===== src/rtl/alu_pkg.sv =====
`default_nettype none
// ----------------------------------------------------------------------------
// Module  : alu_pkg
// Brief   : Opcode constants, PSW bit layout and per-opcode flag update mask.
// Revision: 1.0 - initial release
// ----------------------------------------------------------------------------
package alu_pkg;

  localparam int WIDTH_DEF = 32;

  typedef logic [3:0] psw_t;

  localparam logic [3:0] ALU_ADDU    = 4'b0000;
  localparam logic [3:0] ALU_SUBU    = 4'b0001;
  localparam logic [3:0] ALU_ADD     = 4'b0010;
  localparam logic [3:0] ALU_SUB     = 4'b0011;
  localparam logic [3:0] ALU_AND     = 4'b0100;
  localparam logic [3:0] ALU_OR      = 4'b0101;
  localparam logic [3:0] ALU_XOR     = 4'b0110;
  localparam logic [3:0] ALU_NOR     = 4'b0111;
  localparam logic [3:0] ALU_LUI     = 4'b1000;
  localparam logic [3:0] ALU_LUI_ALT = 4'b1001;
  localparam logic [3:0] ALU_SLTU    = 4'b1010;
  localparam logic [3:0] ALU_SLT     = 4'b1011;
  localparam logic [3:0] ALU_SRA     = 4'b1100;
  localparam logic [3:0] ALU_SRL     = 4'b1101;
  localparam logic [3:0] ALU_SLL     = 4'b1110;
  localparam logic [3:0] ALU_SLL_ALT = 4'b1111;

  localparam int PSW_Z = 0;
  localparam int PSW_C = 1;
  localparam int PSW_V = 2;
  localparam int PSW_N = 3;

  // Z and N are always defined; C only for unsigned/shift ops, V only for signed add/sub.
  function automatic psw_t flag_mask(input logic [3:0] aluc);
    psw_t m;
    m        = '0;
    m[PSW_Z] = 1'b1;
    m[PSW_N] = 1'b1;
    case (aluc)
      ALU_ADDU, ALU_SUBU, ALU_SLTU,
      ALU_SRA, ALU_SRL, ALU_SLL, ALU_SLL_ALT: m[PSW_C] = 1'b1;
      ALU_ADD, ALU_SUB:                       m[PSW_V] = 1'b1;
      default:                                m = m;
    endcase
    return m;
  endfunction

endpackage
`default_nettype wire


===== src/rtl/alu_flag_merge.sv =====
`default_nettype none
// ----------------------------------------------------------------------------
// Module  : alu_flag_merge
// Brief   : Merges opcode-defined ALU flags into the PSW; flags signed overflow.
// Revision: 1.0 - initial release
// ----------------------------------------------------------------------------
module alu_flag_merge
  import alu_pkg::*;
(
  input  logic [3:0] aluc_i,
  input  logic       zero_i,
  input  logic       carry_i,
  input  logic       negative_i,
  input  logic       overflow_i,
  input  psw_t       psw_old_i,
  output psw_t       psw_new_o,
  output logic       ov_event_o
);

  psw_t flags;
  psw_t mask;

  always_comb begin
    flags        = '0;
    flags[PSW_Z] = zero_i;
    flags[PSW_C] = carry_i;
    flags[PSW_V] = overflow_i;
    flags[PSW_N] = negative_i;
    mask         = flag_mask(aluc_i);
    psw_new_o    = (psw_old_i & ~mask) | (flags & mask);
    ov_event_o   = overflow_i && ((aluc_i == ALU_ADD) || (aluc_i == ALU_SUB));
  end

endmodule
`default_nettype wire


===== src/rtl/alu_wb_stage.sv =====
`default_nettype none
// ----------------------------------------------------------------------------
// Module  : alu_wb_stage
// Brief   : ALU result skid FIFO with PSW merge and sticky overflow for writeback.
// Revision: 1.0 - initial release
// ----------------------------------------------------------------------------
module alu_wb_stage
  import alu_pkg::*;
#(
  parameter int WIDTH  = WIDTH_DEF,
  parameter int DEPTH  = 2,
  parameter int DEST_W = 5
) (
  input  logic              clk,
  input  logic              rst,
  input  logic              in_valid,
  output logic              in_ready,
  input  logic [3:0]        aluc,
  input  logic [WIDTH-1:0]  r,
  input  logic              zero,
  input  logic              carry,
  input  logic              negative,
  input  logic              overflow,
  input  logic [DEST_W-1:0] dest,
  output logic              out_valid,
  input  logic              out_ready,
  output logic [WIDTH-1:0]  out_r,
  output logic [DEST_W-1:0] out_dest,
  output logic [3:0]        out_psw,
  output logic [3:0]        psw,
  output logic              sticky_ov,
  input  logic              clr_sticky
);

  localparam int PTR_W = (DEPTH > 1) ? $clog2(DEPTH) : 1;
  localparam int CNT_W = $clog2(DEPTH + 1);
  localparam logic [PTR_W-1:0] PTR_LAST = PTR_W'(DEPTH - 1);
  localparam logic [CNT_W-1:0] CNT_FULL = CNT_W'(DEPTH);

  logic [CNT_W-1:0]  count_q, count_d;
  logic [PTR_W-1:0]  wr_ptr_q, wr_ptr_d;
  logic [PTR_W-1:0]  rd_ptr_q, rd_ptr_d;
  psw_t              psw_q, psw_d;
  logic              sticky_q, sticky_d;
  psw_t              psw_merged;
  logic              ov_event;
  logic              push, pop;

  logic [WIDTH-1:0]  r_mem    [DEPTH];
  logic [DEST_W-1:0] dest_mem [DEPTH];
  psw_t              psw_mem  [DEPTH];

  alu_flag_merge u_flag_merge (
    .aluc_i     (aluc),
    .zero_i     (zero),
    .carry_i    (carry),
    .negative_i (negative),
    .overflow_i (overflow),
    .psw_old_i  (psw_q),
    .psw_new_o  (psw_merged),
    .ov_event_o (ov_event)
  );

  // in_ready depends on registered count only, keeping out_ready off the upstream path.
  assign in_ready  = (count_q != CNT_FULL);
  assign out_valid = (count_q != '0);
  assign push      = in_valid && in_ready;
  assign pop       = out_valid && out_ready;

  always_comb begin
    count_d  = count_q;
    wr_ptr_d = wr_ptr_q;
    rd_ptr_d = rd_ptr_q;
    psw_d    = psw_q;
    sticky_d = sticky_q;
    case ({push, pop})
      2'b10:   count_d = count_q + 1'b1;
      2'b01:   count_d = count_q - 1'b1;
      default: count_d = count_q;
    endcase
    if (push) begin
      wr_ptr_d = (wr_ptr_q == PTR_LAST) ? '0 : wr_ptr_q + 1'b1;
      psw_d    = psw_merged;
    end
    if (pop) begin
      rd_ptr_d = (rd_ptr_q == PTR_LAST) ? '0 : rd_ptr_q + 1'b1;
    end
    // A new overflow event outranks a same-cycle clear.
    if (push && ov_event) begin
      sticky_d = 1'b1;
    end else if (clr_sticky) begin
      sticky_d = 1'b0;
    end
  end

  always_ff @(posedge clk or posedge rst) begin
    if (rst) begin
      count_q  <= '0;
      wr_ptr_q <= '0;
      rd_ptr_q <= '0;
      psw_q    <= '0;
      sticky_q <= 1'b0;
    end else begin
      count_q  <= count_d;
      wr_ptr_q <= wr_ptr_d;
      rd_ptr_q <= rd_ptr_d;
      psw_q    <= psw_d;
      sticky_q <= sticky_d;
    end
  end

  always_ff @(posedge clk) begin
    if (push) begin
      r_mem[wr_ptr_q]    <= r;
      dest_mem[wr_ptr_q] <= dest;
      psw_mem[wr_ptr_q]  <= psw_merged;
    end
  end

  assign out_r     = out_valid ? r_mem[rd_ptr_q]    : '0;
  assign out_dest  = out_valid ? dest_mem[rd_ptr_q] : '0;
  assign out_psw   = out_valid ? psw_mem[rd_ptr_q]  : '0;
  assign psw       = psw_q;
  assign sticky_ov = sticky_q;

endmodule
`default_nettype wire


===== config.mk =====
export PLATFORM = sky130hd
export DESIGN_NAME = alu_wb_stage
export DESIGN_NICKNAME = d
export VERILOG_FILES = /design/src/rtl/alu_pkg.sv /design/src/rtl/alu_flag_merge.sv /design/src/rtl/alu_wb_stage.sv
export SDC_FILE = /design/constraint.sdc
export NUM_CORES = 1
export LEC_CHECK = 0
export BUFFER_PORTS_ARGS = -buffer_cell sky130_fd_sc_hd__buf_2
export CAP_MARGIN = 20
export CELL_PAD_IN_SITES_DETAIL_PLACEMENT = 0
export CELL_PAD_IN_SITES_GLOBAL_PLACEMENT = 2
export CORE_MARGIN = 5
export CORE_UTILIZATION = 38
export DETAILED_ROUTE_END_ITERATION = 6
export GPL_TIMING_DRIVEN = 0
export HOLD_SLACK_MARGIN = 0.02
export PLACE_DENSITY_LB_ADDON = 0.15
export REMOVE_ABC_BUFFERS = 1
export SYNTH_ARGS = -nofsm -noshare
export SYNTH_HDL_FRONTEND = slang
export SYNTH_SLANG_ARGS = --single-unit

===== constraint.sdc =====
create_clock -name clk -period 4.95 [get_ports clk]
set_input_delay 0.99 -clock clk [delete_from_list [all_inputs] [get_ports clk]]
set_output_delay 0.99 -clock clk [all_outputs]
set_load 0.05 [all_outputs]

Word-level counts from Yosys, hierarchy flattened
Memories as Yosys holds them, arrays and structs flattened.
Index checks and enable logic that the tools add are counted.
W data, S select, Z words.
- flip-flop bits (word level): 9
- latch bits: 0
- RAM bits: 82
- memory bits (read-only): 0
- input port bits: 50
- output and inout port bits: 48
- memories: 3
- $add $sub $neg: 4
- multiply operators: 0
- divide/modulo/power cells: 0
- order comparisons: 0
- equality and inequality tests: 11
- shift operators: 0
- mux-type cells: 12
- bitwise gates (word level): 4
- reductions and logical operators: 11
- memory list (name ; depth ; bits a word ; read ports ; clocked after memory_dff ; write ports ; line ; source):
    r_mem ; 2 ; 32 ; 1 ; 0 ; 1 ; alu_wb_stage.sv:49 ; logic [WIDTH-1:0] r_mem [DEPTH];
    dest_mem ; 2 ; 5 ; 1 ; 0 ; 1 ; alu_wb_stage.sv:50 ; logic [DEST_W-1:0] dest_mem [DEPTH];
    psw_mem ; 2 ; 4 ; 1 ; 0 ; 1 ; alu_wb_stage.sv:51 ; psw_t psw_mem [DEPTH];
- operators with widths (kind ; count):
    $mux W32 ; 1
    $eq A4 B4 Y1 const B ; 5
    $and A4 B4 Y4 ; 2
    $eq A4 B2 Y1 const B ; 2
    $mux W1 ; 8
    $reduce_or A7 Y1 ; 1
    $reduce_bool A2 Y1 ; 3
    $mux W5 ; 1
    $eq A4 B1 Y1 const B ; 1
    $logic_and A1 B1 Y1 ; 4
    $logic_not A4 Y1 ; 1
    $mux W4 ; 1
    $not A4 Y4 ; 1
    $or A4 B4 Y4 ; 1
    $pmux W2 S2 ; 1
    $add A1 B1 Y1 const B ; 2
    $add A2 B1 Y2 const B ; 1
    $eq A2 B1 Y1 const B ; 1
    $eq A2 B2 Y1 const B ; 1
    $ne A2 B2 Y1 const B ; 1
    $reduce_or A2 Y1 ; 1
    $sub A2 B1 Y2 const B ; 1
    $logic_or A1 B1 Y1 ; 1

Depth between registers and ports, before layout
- word-level depth: 6
- mapped depth: 8

Hierarchy
Synthesis repeated with hierarchy kept, for this count alone.
- cell total of the unflattened synthesis: 219
- area, all modules: 3590.9 µm²
- modules (own cells, without submodules) (module ; times used ; cells an instance ; area each (µm²) ; sequential area each (µm²)):
    alu_wb_stage ; 1 ; 204 ; 3495.9 ; 2687.6
    alu_flag_merge ; 1 ; 15 ; 95.1 ; 0.0

Worst setup path after synthesis
No wires, ideal clock.
- kind: input to register
- start point: input port in_valid
- end point: memory dest_mem[0][0], enable pin
- library setup time: 0.440 ns
- arrival: 3.020 ns
- data required time: 4.510 ns
- setup slack: 1.490 ns
- stages on the path: 4
- buffers on the path: 1
- path through: and2_1 buf_6 inv_4 nor2_1
- cells in the longest elaborated chain, start to end: 3
- ends and longest elaborated chain (item ; line ; source):
    start: declaration ; alu_wb_stage.sv:16 ; input logic in_valid,
    $logic_and A1 B1 Y1 ; alu_wb_stage.sv:67 ; assign push = in_valid && in_ready;
    $mux W1 ; alu_wb_stage.sv:113 ; if (push) begin
    $mux W1 (not written as such) ; alu_wb_stage.sv:115 ; dest_mem[wr_ptr_q] <= dest;
    end: declaration ; alu_wb_stage.sv:50 ;
Every way passes these cells.

Worst setup path after layout
- start point: register rd_ptr_q
- end point: output port out_r[4]
- cells in the longest elaborated chain, start to end: 2
- ends and longest elaborated chain (item ; line ; source):
    start: declaration ; alu_wb_stage.sv:42 ; logic [PTR_W-1:0] rd_ptr_q, rd_ptr_d;
    start signal: assignment ; alu_wb_stage.sv:106 ; rd_ptr_q <= rd_ptr_d;
    $mem_v2 Z2 W32 ; -- ;
    $mux W32 ; alu_wb_stage.sv:120 ; assign out_r = out_valid ? r_mem[rd_ptr_q] : '0;
    end: declaration ; alu_wb_stage.sv:27 ; output logic [WIDTH-1:0] out_r,
Every way passes these cells.

==> results.json <==
{
  "vias": 2090,
  "overflow": 0,
  "cts_tree": "yes",
  "final_antenna_net_count": 0,
  "tightestPinTransition_ns": 0.644,
  "synth_top_area_cell": "edfxtp_1",
  "core_sq_mm": 0.00920,
  "cp.required_ns": 3.96,
  "start_util_pct": 38.6,
  "antenna_found_initial": 0,
  "ys_warn_count": 0,
  "synth_area_per_cell_sq_um": 15.7,
  "cts_buffer_depth": 2,
  "r2r_slack_ns": 2.80,
  "synth_seq_cells": 91,
  "synthArstFlopShare_pct": 9.89,
  "drt-total-wl_microns": 6720,
  "final_cell_mix": "buf_2 (97), edfxtp_1 (82), nor2_1 (45)",
  "rows": 35,
  "synth-seq-area-share_pct": 75.6,
  "num_io_pins": 98,
  "fin_crit_sh_pct": 58.8,
  "grt_util_all_layers_pct": 12.3,
  "synth_flop_cell": "edfxtp_1",
  "via_per_inst": 4.70,
  "startpoint_type": "register",
  "cts_made_buffers": 9,
  "ys_types": 25,
  "rsz0062_at_grt": "no",
  "antenna_cells": 0,
  "cts_root_buffer": "clkbuf_8",
  "setup_violations": 0,
  "setup.worst_path.class": "reg2out",
  "hold_buffers": 0,
  "dieHeight_microns": 107,
  "dp_slack_ns": 2.29,
  "synthesis.area_sq_mm": 0.00355,
  "reg2regPathDepth": 5,
  "area_growth_pct": 24.2,
  "clk_latency_ns": 0.35,
  "path_clk_slew_ns": 0.08,
  "critPathCaptureType": "primary output",
  "drtIter0Drc": 41,
  "worst-path-max-fanout": 23,
  "grt_pass1_vias": 2176,
  "hold_depth": 2,
  "cts_sinks": 91,
  "routedWlPerCell_microns": 15.1,
  "synthCells": 227,
  "relSlewSlack_pct": 57.0,
  "dr.pass1.iters": 4,
  "synth_top_area_share_pct": 69.3,
  "maxSlewViolCount": 0,
  "die_w_microns": 107,
  "fin_hold_ws_ns": 0.480,
  "htreeDepth": 3,
  "max_freq_mhz": 344,
  "synth_edf_count": 82,
  "drc": 0,
  "hpwl_microns": 4610,
  "post_cts_buffers": 0,
  "grt_max_degree": 26,
  "drive_above_1_share_pct": 36.2,
  "cap_violations": 0,
  "hp-class": "reg2reg",
  "final-hold-violation-count": 0,
  "status": "finished, final reports clean",
  "arrival_ns": 1.92,
  "portBuffers": 97,
  "skew_ns": 0.00897,
  "die_area_sq_mm": 0.0114,
  "setup_ws_ns": 2.04,
  "fin_nets": 380,
  "fin_crit_ns": 2.91,
  "grt_pass1_wl_microns": 10700,
  "ys_top_cells_by_area": "edfxtp_1 (69%), mux2i_1 (12%), dfrtp_1 (6.3%)",
  "final_common_cell": "buf_2",
  "fin_setup_tns_ns": 0,
  "finalWeightedCongestion": 0.679,
  "cts_resized": 0
}
state kept, by name (all words and copies together) (netlist names):
name / flops
sticky_ov: 1
psw_mem: 8
r_mem: 64
count_q: 2
rd_ptr_q: 1
wr_ptr_q: 1
psw: 4
dest_mem: 10
through the flow:
step                instance area (sq um)  util, %  instances
global placement                     4130     44.9        425
global route                         4410     48.0        445
CTS                                  4410     48.0        445
detailed placement                   4240     46.1        429
finish                               4410     48.0        445
floorplan                            3500        -        217
cell usage after synthesis (2+ instances only):
master / count
clkbuf_1: 4
mux2i_1: 42
xnor2_1: 3
dfrtp_1: 9
edfxtp_1: 82
xor2_1: 2
o21ai_0: 2
and2_1: 2
inv_1: 6
nor2_1: 48
nand2_1: 9
buf_2: 5
critical path, cell delays in order (launching register included):
cell     delay, ns
dfrtp_2       0.79
buf_12        0.29
mux2i_1       0.10
nor2_1        0.11
buf_2         0.27
layer usage:
layer  GRT usage, %  part of all wire [%]
met1           15.5                    45
met5              0                     0
met4           5.48                   1.9
met2           19.9                    48
met3           3.01                   5.4
cell type report:
type | instances | area, sq um
clock buffer | 10 | 128
clock inverter | 6 | 47.5
fill | 837 | 4780
inverter | 7 | 28.8
multi-input combinational | 119 | 808
sequential | 91 | 2690
tap | 111 | 139
timing repair buffer | 101 | 573
kinds of logic after synthesis:
kind of cell             Yosys count  share of synthesized area, %
flip-flops                        91                          75.6
AND/OR/NAND/NOR                   63                          7.08
multiplexers                      42                          11.8
buffers and inverters             17                          2.25
AO/OA/AOI/OAI                      8                          1.62
XOR/XNOR                           5                          1.23
adder cells (fa/ha/maj)            1                         0.352
final timing paths:
kind / from / to
max: rd_ptr_q$_DFFE_PP0P_ / out_r[4]
min: psw[0]$_DFFE_PP0P_ / psw[0]$_DFFE_PP0P_
max reg2reg: count_q[0]$_DFFE_PP0P_ / r_mem[0][18]$_DFFE_PP_
min reg2reg: psw[0]$_DFFE_PP0P_ / psw[0]$_DFFE_PP0P_
max in group asynchronous: rst / rd_ptr_q$_DFFE_PP0P_
min in group asynchronous: rst / psw[3]$_DFFE_PP0P_
Power is left out: the tool's default activity adds up to more than one toggle a clock period on the data nets, which glitch-free logic cannot reach.
